<file path="src/rtl/ds_adc_dec.sv">
// ds_adc_dec: closes the loop of an external first-order delta-sigma modulator
// and decimates its bitstream with a 3rd-order CIC to signed OUT_W-bit samples.
module ds_adc_dec #(
  parameter int unsigned DEC         = 64,
  parameter int unsigned OUT_W       = 10,
  parameter int unsigned SYNC_STAGES = 2,
  parameter int unsigned WARMUP      = 3
) (
  input  logic             clk,
  input  logic             rst_n,
  input  logic             cke,
  input  logic             comp_in,
  output logic             dac_drive,
  output logic [OUT_W-1:0] dout,
  output logic             dout_valid
);

  localparam int unsigned LOG2_DEC = $clog2(DEC);
  localparam int unsigned ACC_W    = 3 * LOG2_DEC + 2;
  localparam int unsigned SHIFT    = 3 * LOG2_DEC - (OUT_W - 1);
  localparam int unsigned WU_W     = (WARMUP < 1) ? 1 : $clog2(WARMUP + 1);

  localparam logic signed [ACC_W-1:0] Y_MAX = ACC_W'((2 ** (OUT_W - 1)) - 1);
  localparam logic signed [ACC_W-1:0] Y_MIN = ~Y_MAX;

  // comparator synchronizer
  logic [SYNC_STAGES-1:0] sync_q;
  logic                   comp_s;

  always_ff @(posedge clk or negedge rst_n) begin
    if (!rst_n) begin
      sync_q <= '0;
    end else begin
      sync_q <= {sync_q[SYNC_STAGES-2:0], comp_in};
    end
  end

  assign comp_s = sync_q[SYNC_STAGES-1];

  // feedback bit, integrators and decimation counter, all paced by cke
  logic signed [ACC_W-1:0] x_c;
  logic signed [ACC_W-1:0] i1, i2, i3;
  logic [LOG2_DEC-1:0]     dcnt;
  logic                    dtick;

  // integrators consume the bit currently on the DAC, before this cke updates it
  assign x_c = dac_drive ? {{(ACC_W-1){1'b0}}, 1'b1} : {ACC_W{1'b1}};

  always_ff @(posedge clk or negedge rst_n) begin
    if (!rst_n) begin
      dac_drive <= 1'b0;
      i1        <= '0;
      i2        <= '0;
      i3        <= '0;
      dcnt      <= '0;
      dtick     <= 1'b0;
    end else begin
      dtick <= cke && (dcnt == LOG2_DEC'(DEC - 1));
      if (cke) begin
        dac_drive <= comp_s;
        i1        <= i1 + x_c;
        i2        <= i2 + i1;
        i3        <= i3 + i2;
        dcnt      <= dcnt + LOG2_DEC'(1);
      end
    end
  end

  // comb chain at the decimated rate
  logic signed [ACC_W-1:0] i3_d, c1_d, c2_d, c3;
  logic signed [ACC_W-1:0] diff1_c, diff2_c, diff3_c;
  logic                    ctick;

  assign diff1_c = i3 - i3_d;
  assign diff2_c = diff1_c - c1_d;
  assign diff3_c = diff2_c - c2_d;

  always_ff @(posedge clk or negedge rst_n) begin
    if (!rst_n) begin
      i3_d  <= '0;
      c1_d  <= '0;
      c2_d  <= '0;
      c3    <= '0;
      ctick <= 1'b0;
    end else begin
      ctick <= dtick;
      if (dtick) begin
        i3_d <= i3;
        c1_d <= diff1_c;
        c2_d <= diff2_c;
        c3   <= diff3_c;
      end
    end
  end

  // scale to OUT_W bits; only the exact positive full scale can overflow
  logic signed [ACC_W-1:0] scaled_c;
  logic [OUT_W-1:0]        sat_c;

  assign scaled_c = c3 >>> SHIFT;

  always_comb begin
    sat_c = scaled_c[OUT_W-1:0];
    if (scaled_c > Y_MAX) begin
      sat_c = {1'b0, {(OUT_W-1){1'b1}}};
    end else if (scaled_c < Y_MIN) begin
      sat_c = {1'b1, {(OUT_W-1){1'b0}}};
    end
  end

  // output register; valid held off until the filter history is fully populated
  logic [WU_W-1:0] wcnt;

  always_ff @(posedge clk or negedge rst_n) begin
    if (!rst_n) begin
      dout       <= '0;
      dout_valid <= 1'b0;
      wcnt       <= '0;
    end else begin
      dout_valid <= 1'b0;
      if (ctick) begin
        dout <= sat_c;
        if (wcnt == WU_W'(WARMUP)) begin
          dout_valid <= 1'b1;
        end else begin
          wcnt <= wcnt + WU_W'(1);
        end
      end
    end
  end

endmodule

</file>
<file path="config.mk">
export PLATFORM = sky130hd
export DESIGN_NAME = ds_adc_dec
export DESIGN_NICKNAME = d
export VERILOG_FILES = /design/src/rtl/ds_adc_dec.sv
export SDC_FILE = /design/constraint.sdc
export NUM_CORES = 1
export LEC_CHECK = 0
export CORE_UTILIZATION = 39
export DETAILED_ROUTE_END_ITERATION = 10
export GPL_TIMING_DRIVEN = 0
export SLEW_MARGIN = 10
export SYNTH_ARGS = -nofsm -noshare
export SYNTH_HDL_FRONTEND = slang
export SYNTH_SLANG_ARGS = --single-unit
</file>
<file path="constraint.sdc">
create_clock -name clk -period 6.8 [get_ports clk]
set_input_delay 1.36 -clock clk [delete_from_list [all_inputs] [get_ports clk]]
set_output_delay 1.36 -clock clk [all_outputs]
set_load 0.02 [all_outputs]
</file>
==> impl_metrics.toml <==
[run_status]
status = "completed"

[setup_path]
path_class = "flop to flop"
cp_top_family = "compound AO/OA/AOI/OAI gates"
r2r_slack_ns = 0.86
cp.arrival_ns = 6.26
slowest_stage = "fa_1"
crit_buf_inv = 2
r2r_start = "i3[0]"
required_ns = 7.12
startpoint_type = "flop"
r2r-end = "c3[19]"
reg2regPathDepth = 29
cp-end-kind = "flop"
critPathMaxFanout = 5
cpPeakStageDelay_ns = 0.40

[yosys]
yosysSeqAreaShare = 0.362
yosysTopAreaCell = "dfrtp_1"
async_flop_share = 1.00
synth-simple-area-share = 0.121
synth-edff-count = 0
synthMuxAreaShare = 0.0642
synthAdderAreaFrac = 0.151
syn-num-nets = 1261
ys.flop_type = "dfrtp_1"
synth_area_um2 = 10700
synth-xor-area-share = 0.0755
synth_top_area_share = 0.362
synth_cell_types = 63
synth-compound-area-share = 0.183
postSynthAreaPerCell_um2 = 9.42
ys_seq_elements = 155
synth_top_family_by_area = "compound AO/OA/AOI/OAI gates"
syn_inst = 1138
synth_area_leaders = "dfrtp_1, ha_1, mux2_2"
yosysWarningCount = 0

[cells_and_area]
layout_common_cells = "dfrtp_1, nand2_1, ha_1"
nets = 1295
seq_area_um2 = 3880
multiInputGateArea_um2 = 6370
mostFrequentLayoutCell = "dfrtp_1"
fillers = 2592
drive_gt1_frac = 0.0970
diodes = 0
area_delta_synth_final_pct = 11.3

[detailed_routing]
vias_per_cell = 5.17
vias = 7896
dr.pass1.iters = 5
wirelength_um = 21900
ant_nets = 0
avgRoutedWirePerCell_um = 14.3
drc = 0
drt_iter0_markers = 310

[grt]
antenna_found_initial = 0
grt_max_degree = 109
grt_pass1_vias = 7786
overflow = 0
grt_use_total = 0.167
grt_pass1_wl_um = 38000

[floorplanning]
core_area_um2 = 27000
die_y_um = 168
ioPinCount = 16
die_area_um2 = 28200
start_util = 0.398
die_w_um = 168
rows = 60

[min_path]
holdPathStages = 0
hold_path_end = "sync_q[1]"
min-delay-start = "sync_q[0]"
hold_path.class = "flop to flop"

[place]
place_hpwl_um = 16500
dp_slack_ns = 0.900
gp_congestion = 0.864
portBuffers = 14

[sta]
fin_ws_ns = 0.858
finClkSkew_ns = 0.00968
period_minus_slack_ns = 5.94
holdWs_ns = 0.363
rsz0062_at_grt = "false"
hold_viol_final = 0
finalSetupViolCount = 0
max_slew_margin = 0.393
tightest_slew_ns = 0.910
finalMaxSlewViolations = 0
fmax_ghz = 0.168
setup-tns-final_ns = 0
timing.final.crit_share = 0.874

[clock_tree]
h-tree-depth = 4
post_cts_buffers = 0
cts-resized-gates = 0
cts_buffers = 17
postCtsHoldBufs = 0
clock_path_buffers = 2
cts_sinks = 155
path_clk_slew_ns = 0.07
cts_tree = "done"
insertion_delay_ns = 0.43
cts.root.buffer_cell = "clkbuf_16"

[flow_run]
cap_violations = 0
==> how the worst max path moves through the flow <==
| stage | startpoint | to | slack (ns) | depth (start not counted) |
|---|---|---|---|---|
| after floorplan | i3[0] | c3[19] | 1.60 | 29 |
| after global placement | rst_n | i1[18] | -2.18 | 1 |
| after detailed placement | i3[0] | c3[19] | 0.90 | 29 |
| after CTS | i3[0] | c3[19] | 0.83 | 29 |
| after global routing | i3[0] | c3[19] | 0.15 | 29 |
| final | i3[0] | c3[19] | 0.86 | 29 |
==> Yosys cell counts (all sizes together) (3+ instances only) <==
master     n
a2111oi    3
a211oi     3
a21boi     7
a21o      33
a21oi     74
a221o      4
a311oi     4
a31o       4
a31oi      7
and3      11
buf       12
clkbuf    15
dfrtp    155
fa         5
ha       114
inv       96
maj3       9
mux2      59
nand2    114
nand2b     8
nand3     26
nand4      4
nor2      39
nor2b     13
nor3      20
nor4      15
o211ai     6
o21a      14
o21ai     95
o21bai    16
o2bb2ai    5
o311ai     3
o31a       6
o31ai     10
or2       10
or3        7
xnor2     55
xor2      32
==> cells by family after synthesis <==
| group | count (synthesis) |
|---|---|
| compound gates | 305 |
| flops | 155 |
| simple gates | 276 |
| fa+ha+maj | 128 |
| buf+inv | 124 |
| xor+xnor | 89 |
| mux | 61 |
==> flip-flops by register name, summed over array words and instances (netlist names) <==
| register | cells |
|---|---|
| c1_d | 20 |
| c2_d | 20 |
| i1 | 20 |
| i2 | 20 |
| i3 | 20 |
| i3_d | 20 |
| c3 | 11 |
| dout | 10 |
| dcnt | 6 |
| sync_q | 2 |
| wcnt | 2 |
| ctick | 1 |
| dac_drive | 1 |
| dout_valid | 1 |
| dtick | 1 |
==> area by class of cell <==
type / instances / area share
Inverter: 97 / 0.0305
Timing Repair Buffer: 15 / 0.0145
Clock inverter: 12 / 0.0133
Sequential cell: 155 / 0.325
Tap cell: 341 / 0.0357
Buffer: 27 / 0.00881
Multi-Input combinational cell: 859 / 0.534
Clock buffer: 20 / 0.0383
==> routing by layer <==
| layer | vias to the layer above | wire length, µm | GRT usage |
|---|---|---|---|
| li1 | 4129 | - | - |
| met1 | 3681 | 10400 | 0.212 |
| met2 | 66 | 10700 | 0.295 |
| met3 | 20 | 443 | 0.0270 |
| met4 | 0 | 231 | 0.0407 |
| met5 | - | 0 | 0 |
==> metrics by stage <==
stage / std cells / cell area (µm²) / utilization
finish: 1526 / 11900 / 0.443
global route: 1526 / 11900 / 0.443
global placement: 1493 / 11300 / 0.419
detailed placement: 1494 / 11300 / 0.420
CTS: 1526 / 11900 / 0.443
floorplan: 1138 / 10700 / -
==> worst reg2reg max path: cells and delay by family, from the launching register on <==
family	cells	cell delay [ns]
AO/OA/AOI/OAI	12	2.09
adder cells (fa/ha/maj)	4	1.25
AND/OR/NAND/NOR	7	1.14
XOR/XNOR	3	0.57
flip-flops	1	0.39
multiplexers	1	0.26
buffers and inverters	2	0.15
Power is left out: the tool's default activity adds up to more than one toggle a clock period on the data nets, which glitch-free logic cannot reach.
==> edit: new RTL, same flow settings <==
Change the parameter `OUT_W` from 10 to 9.
--- a/src/rtl/ds_adc_dec.sv
+++ b/src/rtl/ds_adc_dec.sv
@@ -2,7 +2,7 @@
 // and decimates its bitstream with a 3rd-order CIC to signed OUT_W-bit samples.
 module ds_adc_dec #(
   parameter int unsigned DEC         = 64,
-  parameter int unsigned OUT_W       = 10,
+  parameter int unsigned OUT_W       = 9,
   parameter int unsigned SYNC_STAGES = 2,
   parameter int unsigned WARMUP      = 3
 ) (
Interface: changed (resized dout); port bits go from 16 to 15. The function was not compared with the original's and may differ.
==> edit against the original RTL <==
Setup slack got worse by 0.26 ns; routed wire length decreased by 2.3%; utilization decreased by 0.18 points; sequential cell count decreased by 2; area after synthesis decreased by 0.58%; final area decreased by 0.69%; largest cell class unchanged.
Power is left out: the tool's default activity adds up to more than one toggle a clock period on the data nets, which glitch-free logic cannot reach.
==> edit: results (changes against the original RTL) <==
Critical path:
- The path depth of the worst reg2reg path is 25 (-14%).
- Among cell families on the critical path, the largest total delay comes from compound AO/OA/AOI/OAI gates.
- The standard cell with the maximum stage delay on the critical path is sky130_fd_sc_hd__a311oi_1.
- The end of the worst register-to-register path is c3[19]$_DFFE_PN0P_.
- The data arrival at the endpoint of the critical path is 6.52 ns (+0.26 ns).
- The peak fanout along the critical path was 5 (unchanged).

Final layout:
- The final antenna diode count was 0 (unchanged).
- The library cell used most frequently in the layout, excluding fill and tap cells, is sky130_fd_sc_hd__dfrtp_1.
- The ratio of cells with drive above 1 in the final layout is 9.92% (+0.21 points).

Synth:
- Ranked by total cell area, the synthesized netlist is headed by sky130_fd_sc_hd__dfrtp_1, sky130_fd_sc_hd__ha_1, sky130_fd_sc_hd__mux2_2, sky130_fd_sc_hd__xnor2_1, sky130_fd_sc_hd__o21ai_0.
- The top flip-flop cell by instance count after synthesis is sky130_fd_sc_hd__dfrtp_1.
- The synthesized netlist net count was 1,256 (-0.40%).
- The portion of the post-synthesis area used by sequential elements is 35.9% (-0.26 points).
- By count the netlist is led by sky130_fd_sc_hd__dfrtp_1, sky130_fd_sc_hd__ha_1, sky130_fd_sc_hd__inv_1, sky130_fd_sc_hd__nand2_1, sky130_fd_sc_hd__o21ai_0.
- The gate count of the mapped netlist came to 1,133 (-0.44%).
- The unique cell type count in the Yosys netlist is 63 (unchanged).

CTS:
- The clock-pin slew of the registers on the worst-case setup and hold paths came to 0.07 ns (about the same).
- The maximum buffer depth of the clock tree came to 2 (unchanged).
- The tree is rooted in a sky130_fd_sc_hd__clkbuf_16.
- The insertion delay to the later sink of the worst-skew pair came to 0.43 ns (about the same).

Timing:
- The final clock skew is 0.0117 ns (+0.00202 ns).
- The final worst hold slack is 0.350 ns (-0.0125 ns).
- The upper clock frequency limit is 161 MHz (-4.2%).
- The relative slew slack is 39.5% (+0.23 points).
- The final-report setup violation count is 0 (unchanged).

Routing:
- The average detailed-routed wire length per instance is 14.0 um (-2.0%).
- The detailed-route via count was 7,785 (-1.4%).
- The DRC marker count from the first detailed-route iteration is 244 (-21%).
- The detailed-route vias per instance came to 5.12 (-1.1%).
- The length of the first detailed-routing pass in iterations is 4 (-1).

Placement:
- The placed instance count was 1,489 (-0.33%).
- The placed wire-length estimate is 15.9 mm (-3.6%).
- The cell area after placement is 11,300 um2 (-0.55%).
- The worst setup slack after placement is 0.519 ns (-0.381 ns).
- The placer's final routability congestion estimate was 0.894 (+3.4%).
- The number of port buffers came to 14 (unchanged).

Global route:
- The first-pass GRT wire length is 37.5 mm (-1.3%).
- The met1 track utilization from global routing is 20.3% (-0.88 points).
- The initial antenna violation count is 0 (unchanged).
- The global-route met2 utilization is 28.4% (-1.2 points).
- The largest net degree at the start of global routing was 100 (-8.3%).
- The number of global-route vias before repair came to 7,904 (+1.5%).
- The global-route usage over all layers is 16.5% (-0.23 points).
- The met3 track demand over resource came to 2.60% (-0.10 points).

Run status:
- The run finished with clean final reports.
-- edit: kinds of logic (layout without fill, tap and decap cells) --
group | count (synthesis) | after routing | share of synthesized area [%]
buf+inv | 124 | 171 | 4.37
flops | 153 | 153 | 35.9
compound gates | 305 | 305 | 17.9
fa+ha+maj | 127 | 127 | 15.1
xor+xnor | 92 | 92 | 7.77
mux | 74 | 74 | 7.78
simple gates | 258 | 258 | 11.2
-- edit: final cells by class --
cell class                 count  area [um2]
clock buffer                  21         450
clock inverter                11         145
timing repair buffer          15         173
fill                        2561       15000
inverter                      98         368
tap                          341         427
multi-input combinational    856        6360
buffer                        26        97.6
sequential                   153        3830
-- edit: per-layer routing --
| layer | part of all wire (%) | wire, um |
|---|---|---|
| met1 | 48 | 10200 |
| met2 | 48 | 10200 |
| met3 | 1.7 | 370 |
| met4 | 2.7 | 584 |
| met5 | 0 | 0 |
-- edit: timing repair --
action	4_1_cts	5_1_grt
gates resized for setup	0	1
endpoints found under the hold margin	0	0
setup endpoints to repair	0	1
